File: src/rtl/mem_pkg.sv
// rtl/mem_pkg.sv - shared constants and types for the cache line memory controller
// Line geometry is fixed: 16 x 32-bit words per line, 13-bit line address.
package mem_pkg;

   localparam int WORDS_PER_LINE = 16;
   localparam int WORD_W         = 32;
   localparam int LINE_ADDR_W    = 13;
   localparam int WORD_ADDR_W    = 17;
   localparam int BEAT_W         = 4;
   localparam int IDX_W          = BEAT_W + 1;

   typedef logic [WORDS_PER_LINE-1:0][WORD_W-1:0] line_t;
   typedef logic [LINE_ADDR_W-1:0]                line_addr_t;
   typedef logic [IDX_W-1:0]                      idx_t;

   typedef enum logic [1:0] {
      IDLE = 2'd0,
      WB   = 2'd1,
      FILL = 2'd2,
      DONE = 2'd3
   } mlc_state_t;

   function automatic logic [WORD_ADDR_W-1:0] wordAddr(input line_addr_t lineAddr,
                                                       input logic [BEAT_W-1:0] beat);
      return {lineAddr, beat};
   endfunction

endpackage

File: src/rtl/mlc_beat_ctr.sv
// rtl/mlc_beat_ctr.sv - beat issue/return counter pair with an outstanding-read limit
// Counters are one bit wider than the beat index so "all 16 issued" is a distinct value.
module mlc_beat_ctr
   import mem_pkg::*;
#(
   parameter int MAX_OUTSTANDING = 4
) (
   input  logic clk,
   input  logic rst_n,
   input  logic clear,
   input  logic readMode,
   input  logic issueFire,
   input  logic rvalid,
   output idx_t issueIdx,
   output idx_t retIdx,
   output logic canIssue,
   output logic retFire
);

   localparam idx_t MAX_OUT  = idx_t'(MAX_OUTSTANDING);
   localparam idx_t ALL_BEAT = idx_t'(WORDS_PER_LINE);

   idx_t outstanding;

   assign outstanding = issueIdx - retIdx;

   // A return with nothing in flight is stale (e.g. from before a reset) and is dropped.
   assign retFire  = readMode && rvalid && (outstanding != '0);
   assign canIssue = (issueIdx < ALL_BEAT) && (!readMode || (outstanding < MAX_OUT));

   always_ff @(posedge clk) begin
      if (!rst_n || clear) begin
         issueIdx <= '0;
         retIdx   <= '0;
      end else begin
         if (issueFire) begin
            issueIdx <= issueIdx + idx_t'(1);
         end
         if (retFire) begin
            retIdx <= retIdx + idx_t'(1);
         end
      end
   end

endmodule

File: src/rtl/mem_line_ctrl.sv
// rtl/mem_line_ctrl.sv - serialises cache line fills and write-backs onto a 32-bit word bus
// Optional MEM_LINE_CTRL_PERF_EN adds saturating fill_cnt/wb_cnt completion counters.
module mem_line_ctrl
   import mem_pkg::*;
#(
   parameter int MAX_OUTSTANDING = 4
) (
   input  logic                             clk,
   input  logic                             rst_n,
   input  logic                             req_valid,
   output logic                             req_ready,
   input  logic                             req_write,
   input  logic [LINE_ADDR_W-1:0]           req_line_addr,
   input  logic [WORDS_PER_LINE*WORD_W-1:0] req_wdata,
   output logic                             resp_valid,
   output logic [WORDS_PER_LINE*WORD_W-1:0] resp_rdata,
   output logic                             mem_valid,
   input  logic                             mem_ready,
   output logic                             mem_we,
   output logic [WORD_ADDR_W-1:0]           mem_addr,
   output logic [WORD_W-1:0]                mem_wdata,
   input  logic                             mem_rvalid,
   input  logic [WORD_W-1:0]                mem_rdata
`ifdef MEM_LINE_CTRL_PERF_EN
   ,
   output logic [31:0]                      fill_cnt,
   output logic [31:0]                      wb_cnt
`endif
);

   localparam idx_t LAST_BEAT = idx_t'(WORDS_PER_LINE - 1);

   mlc_state_t          state;
   line_addr_t          lineAddr;
   line_t               lineBuf;
   line_t               lineNext;
   line_t               respLine;
   idx_t                issueIdx;
   idx_t                retIdx;
   logic                canIssue;
   logic                retFire;
   logic                issueFire;
   logic                busy;
   logic [BEAT_W-1:0]   beat;
   logic [BEAT_W-1:0]   retSlot;

   assign busy       = (state == WB) || (state == FILL);
   assign beat       = issueIdx[BEAT_W-1:0];
   assign retSlot    = retIdx[BEAT_W-1:0];
   assign req_ready  = (state == IDLE);
   assign resp_valid = (state == DONE);
   assign resp_rdata = respLine;

   // Bus outputs derive from registered state only, so they hold steady while mem_ready is low.
   assign mem_valid = busy && canIssue;
   assign mem_we    = (state == WB);
   assign mem_addr  = mem_valid ? wordAddr(lineAddr, beat) : '0;
   assign mem_wdata = (mem_valid && (state == WB)) ? lineBuf[beat] : '0;
   assign issueFire = mem_valid && mem_ready;

   mlc_beat_ctr #(
      .MAX_OUTSTANDING(MAX_OUTSTANDING)
   ) u_beat_ctr (
      .clk      (clk),
      .rst_n    (rst_n),
      .clear    (state == IDLE),
      .readMode (state == FILL),
      .issueFire(issueFire),
      .rvalid   (mem_rvalid),
      .issueIdx (issueIdx),
      .retIdx   (retIdx),
      .canIssue (canIssue),
      .retFire  (retFire)
   );

   always_comb begin
      lineNext = lineBuf;
      if (retFire) begin
         lineNext[retSlot] = mem_rdata;
      end
   end

   // The fill is assembled in lineBuf and copied out only on completion, so resp_rdata
   // keeps the previous line for the whole duration of the next fill.
   always_ff @(posedge clk) begin
      if (!rst_n) begin
         state    <= IDLE;
         lineAddr <= '0;
         lineBuf  <= '0;
         respLine <= '0;
      end else begin
         case (state)
            IDLE: begin
               if (req_valid) begin
                  lineAddr <= req_line_addr;
                  lineBuf  <= req_wdata;
                  state    <= req_write ? WB : FILL;
               end
            end
            WB: begin
               if (issueFire && (issueIdx == LAST_BEAT)) begin
                  state <= DONE;
               end
            end
            FILL: begin
               lineBuf <= lineNext;
               if (retFire && (retIdx == LAST_BEAT)) begin
                  respLine <= lineNext;
                  state    <= DONE;
               end
            end
            DONE: begin
               state <= IDLE;
            end
            default: begin
               state <= IDLE;
            end
         endcase
      end
   end

`ifdef MEM_LINE_CTRL_PERF_EN
   logic doneWrite;

   always_ff @(posedge clk) begin
      if (!rst_n) begin
         fill_cnt  <= '0;
         wb_cnt    <= '0;
         doneWrite <= 1'b0;
      end else begin
         if (req_valid && req_ready) begin
            doneWrite <= req_write;
         end
         if (state == DONE) begin
            if (doneWrite && (wb_cnt != '1)) begin
               wb_cnt <= wb_cnt + 32'd1;
            end
            if (!doneWrite && (fill_cnt != '1)) begin
               fill_cnt <= fill_cnt + 32'd1;
            end
         end
      end
   end
`endif

endmodule
File: config.mk
export PLATFORM = sky130hd
export DESIGN_NAME = mem_line_ctrl
export DESIGN_NICKNAME = d
export VERILOG_FILES = /design/src/rtl/mem_pkg.sv /design/src/rtl/mlc_beat_ctr.sv /design/src/rtl/mem_line_ctrl.sv
export SDC_FILE = /design/constraint.sdc
export NUM_CORES = 2
export LEC_CHECK = 0
export ABC_AREA = 1
export CELL_PAD_IN_SITES_DETAIL_PLACEMENT = 0
export CELL_PAD_IN_SITES_GLOBAL_PLACEMENT = 1
export CORE_AREA = 2 2 445 447
export DETAILED_ROUTE_END_ITERATION = 10
export DIE_AREA = 0 0 447 449
export HOLD_SLACK_MARGIN = 0.08
export PLACE_DENSITY_LB_ADDON = 0.1
export SLEW_MARGIN = 40
export SYNTH_ARGS = -nofsm -noshare
export SYNTH_HDL_FRONTEND = slang
export SYNTH_HIERARCHICAL = 1
export SYNTH_SLANG_ARGS = --single-unit
File: constraint.sdc
create_clock -name clk -period 4.57 [get_ports clk]
set_input_delay 0.457 -clock clk [delete_from_list [all_inputs] [get_ports clk]]
set_output_delay 0.457 -clock clk [all_outputs]
set_load 0.005 [all_outputs]
==> results.cfg <==
[floorplan]
core_area_sq_um = 196000
die_y_um = 449
start_util_pct = 28.8
rows = 163
die_w_um = 447
die-area_sq_um = 201000
io_pins = 1128

[timing]
hold_viol_final = 0
tightest_slew_ns = 0.911
final.setup.tns_ns = 0
max_freq_mhz = 221
rsz0062_at_grt = true
skew_ns = 0.0352
min_period_ns = 4.52
setup_viol = 0
maxSlewViolCount = 0
finalCritPeriodShare_pct = 98.9
maxSlewHeadroom_pct = 39.2

[route]
drtPass1Iterations = 8
vias = 65000
drc = 0
viasPerCell = 5.31
detail-route-antenna-nets = 0
routed_wl_um = 352000
routedWlPerCell_um = 28.7
drt-initial-drc-count = 6459

[critical_path]
crit_top_cell = nand2_1
worstSetupStartpoint = u_beat_ctr/issueIdx[0]
cp_slowest_cell = clkdlybuf4s50_1
crit_path_end_kind = output pin
rr_startpoint = u_beat_ctr/retIdx[2]
crit_type = flip-flop to output pin
critical_path.max_stage_delay_ns = 0.59
cp.required_ns = 4.11
cp_max_fo = 70
cp.arrival_ns = 4.06
worstPathCellList = buf_16, inv_16, nand2_1, nand3_1, nand2_1, nand2_1, nand2_1, inv_1, a21oi_2, clkdlybuf4s50_1
startpoint_type = flip-flop

[power_and_ir_drop]
p_per_area_nw_per_um2 = 509
vdd_drop_max_v = 0.000424
power.leakage_nw = 30.1

[synthesis]
ys_ff_latch = 1049
netlist_instances = 8834
netlist_area_sq_um = 56500
synth_area_leaders = dfxtp_1 37%, nand2_1 15%, a21oi_1 12%, o21ai_0 7.2%, inv_1 6.7%
yosysWarningCount = 6
yosys.cell_types.count = 28
synth.top_cell.area_share_pct = 37.1
yosysMostFrequentCell = nand2_1
seq_area_frac_synth_pct = 37.1
syn_area_per_cell_sq_um = 6.40
async_reset_ff_share_pct = 0
synth_nets = 9408
synth_ff_type = dfxtp_1
ys_top_cells_by_count = 2,220 x nand2_1, 1,399 x a21oi_1, 1,049 x dfxtp_1
synth_area_leader_cell = dfxtp_1
synth-edff-count = 0

[grt]
grtUsageTotal_pct = 33.5
grt_max_degree = 150
gr-total-overflow = 0
grt_first_pass_wirelength_um = 481000
antenna_found_initial = 60
grt_pass1_vias = 61300

[clocking]
clk_pin_slew_ns = 0.06
post_cts_buffers = 0
cts_buffers = 139
clock-sinks = 1049
insertion_delay_ns = 0.83
cts_tree = yes
clockBufferDepth = 3
cts_root_buf = clkbuf_16
htreeDepth = 4

[outcome]
outcome = finished, final reports clean

[placed_design]
post_dp_cell_area_sq_um = 69400
gp_congestion = 0.930
portBuffers = 1127
dp_hpwl_um = 244000
numPlacedInstances = 12000

[min_path]
hold_path_class = input port to flip-flop
hold_start = mem_rdata[12]

[final_layout]
final_cells = 12300
fin_area_sq_um = 74200
drive_gt1_share_pct = 6.43
nets = 10100
syn_to_final_growth_pct = 31.3

[flow_run]
cap_violations = 0
==> worst paths after layout <==
check	endpoint	slack, ns	cells past startpoint
setup / recovery	mem_wdata[12]	0.05	10
hold / removal	lineBuf[492]	0.17	3
setup reg to reg	resp_rdata[72]	0.53	19
hold reg to reg	resp_rdata[493]	0.44	2
==> per-layer routing <==
layer / share of wire (%) / vias up / GRT usage (%)
met5: 0.070 / - / 0
met4: 6.8 / 40 / 21.1
met3: 6.9 / 646 / 5.91
met2: 46 / 2775 / 53.2
met1: 41 / 31300 / 41.9
li1: - / 30200 / -
==> layout by cell type, fill, tap and decap left out, types with 147 or more instances in the layout <==
| master | count |
|---|---|
| dfxtp_1 | 1046 |
| clkdlybuf4s50_1 | 1094 |
| nand2_1 | 2216 |
| o21ai_0 | 816 |
| clkbuf_16 | 147 |
| or2_2 | 193 |
| inv_1 | 1011 |
| o211ai_1 | 416 |
| nand3_1 | 590 |
| a21oi_1 | 1381 |
| nor2_1 | 229 |
==> critical path, delay by kind of cell, from the launching register on <==
| kind | cells | cell delay [ns] |
|---|---|---|
| buffers and inverters | 4 | 1.29 |
| and+or+nand+nor | 5 | 1.06 |
| DFF | 1 | 0.43 |
| AOI/OAI and AO/OA | 1 | 0.34 |
==> registers in the layout, summed over array words and instances, names as in the netlist <==
name and cells:
lineAddr 13, lineBuf 512, resp_rdata 512, state 2, u_beat_ctr/issueIdx 5, u_beat_ctr/retIdx 5
==> cells by family after synthesis <==
logic type / count (synthesis) / share of synthesized area [%]
compound gates: 2731 / 26.0
xor+xnor: 1 / 0.0155
fa+ha+maj: 11 / 0.243
buf+inv: 1789 / 12.7
flops: 1049 / 37.1
simple gates: 3253 / 23.8
==> final cells by class <==
| class | instances | area (sq um) |
|---|---|---|
| Tap cell | 2640 | 3300 |
| Inverter | 1020 | 3890 |
| Clock inverter | 25 | 234 |
| Fill cell | 21200 | 122000 |
| Timing Repair inverter | 1 | 11.3 |
| Antenna cell | 34 | 85.1 |
| Multi-Input combinational cell | 5996 | 28600 |
| Timing Repair Buffer | 1273 | 12900 |
| Clock buffer | 216 | 4170 |
| Sequential cell | 1049 | 21000 |
==> per-stage QoR <==
step	power (mW)	hold slack (ns)	util, %	worst slack (ns)
6_report	37.7	0.171	37.8	0.0515
5_1_grt	39.6	0.155	37.8	-0.00468
3_3_place_gp	26.3	0.428	35.3	-0.0205
4_1_cts	37.6	0.107	37.7	0.0146
3_5_place_dp	26.4	0.431	35.4	0.143
2_1_floorplan	20.2	0.430	-	1.98
==> power by group <==
part	leakage, nW	switching, mW	total [mW]	internal (mW)
Clock	2.17	4.62	11.0	6.40
Combinational	19.4	10.8	14.8	4.04
Sequential	8.57	0.876	11.9	11.0
Total	30.1	16.3	37.7	21.5
==> timing repair <==
| item | 4_1_cts | 5_1_grt |
|---|---|---|
| gates cloned | 2 | 1 |
| resized for setup | 15 | 8 |
| setup endpoints to repair | 32 | 7 |
| hold buffers | 2 | 0 |
| endpoints found under the hold margin | 29 | 0 |
(Power assumes the default switching activity.)
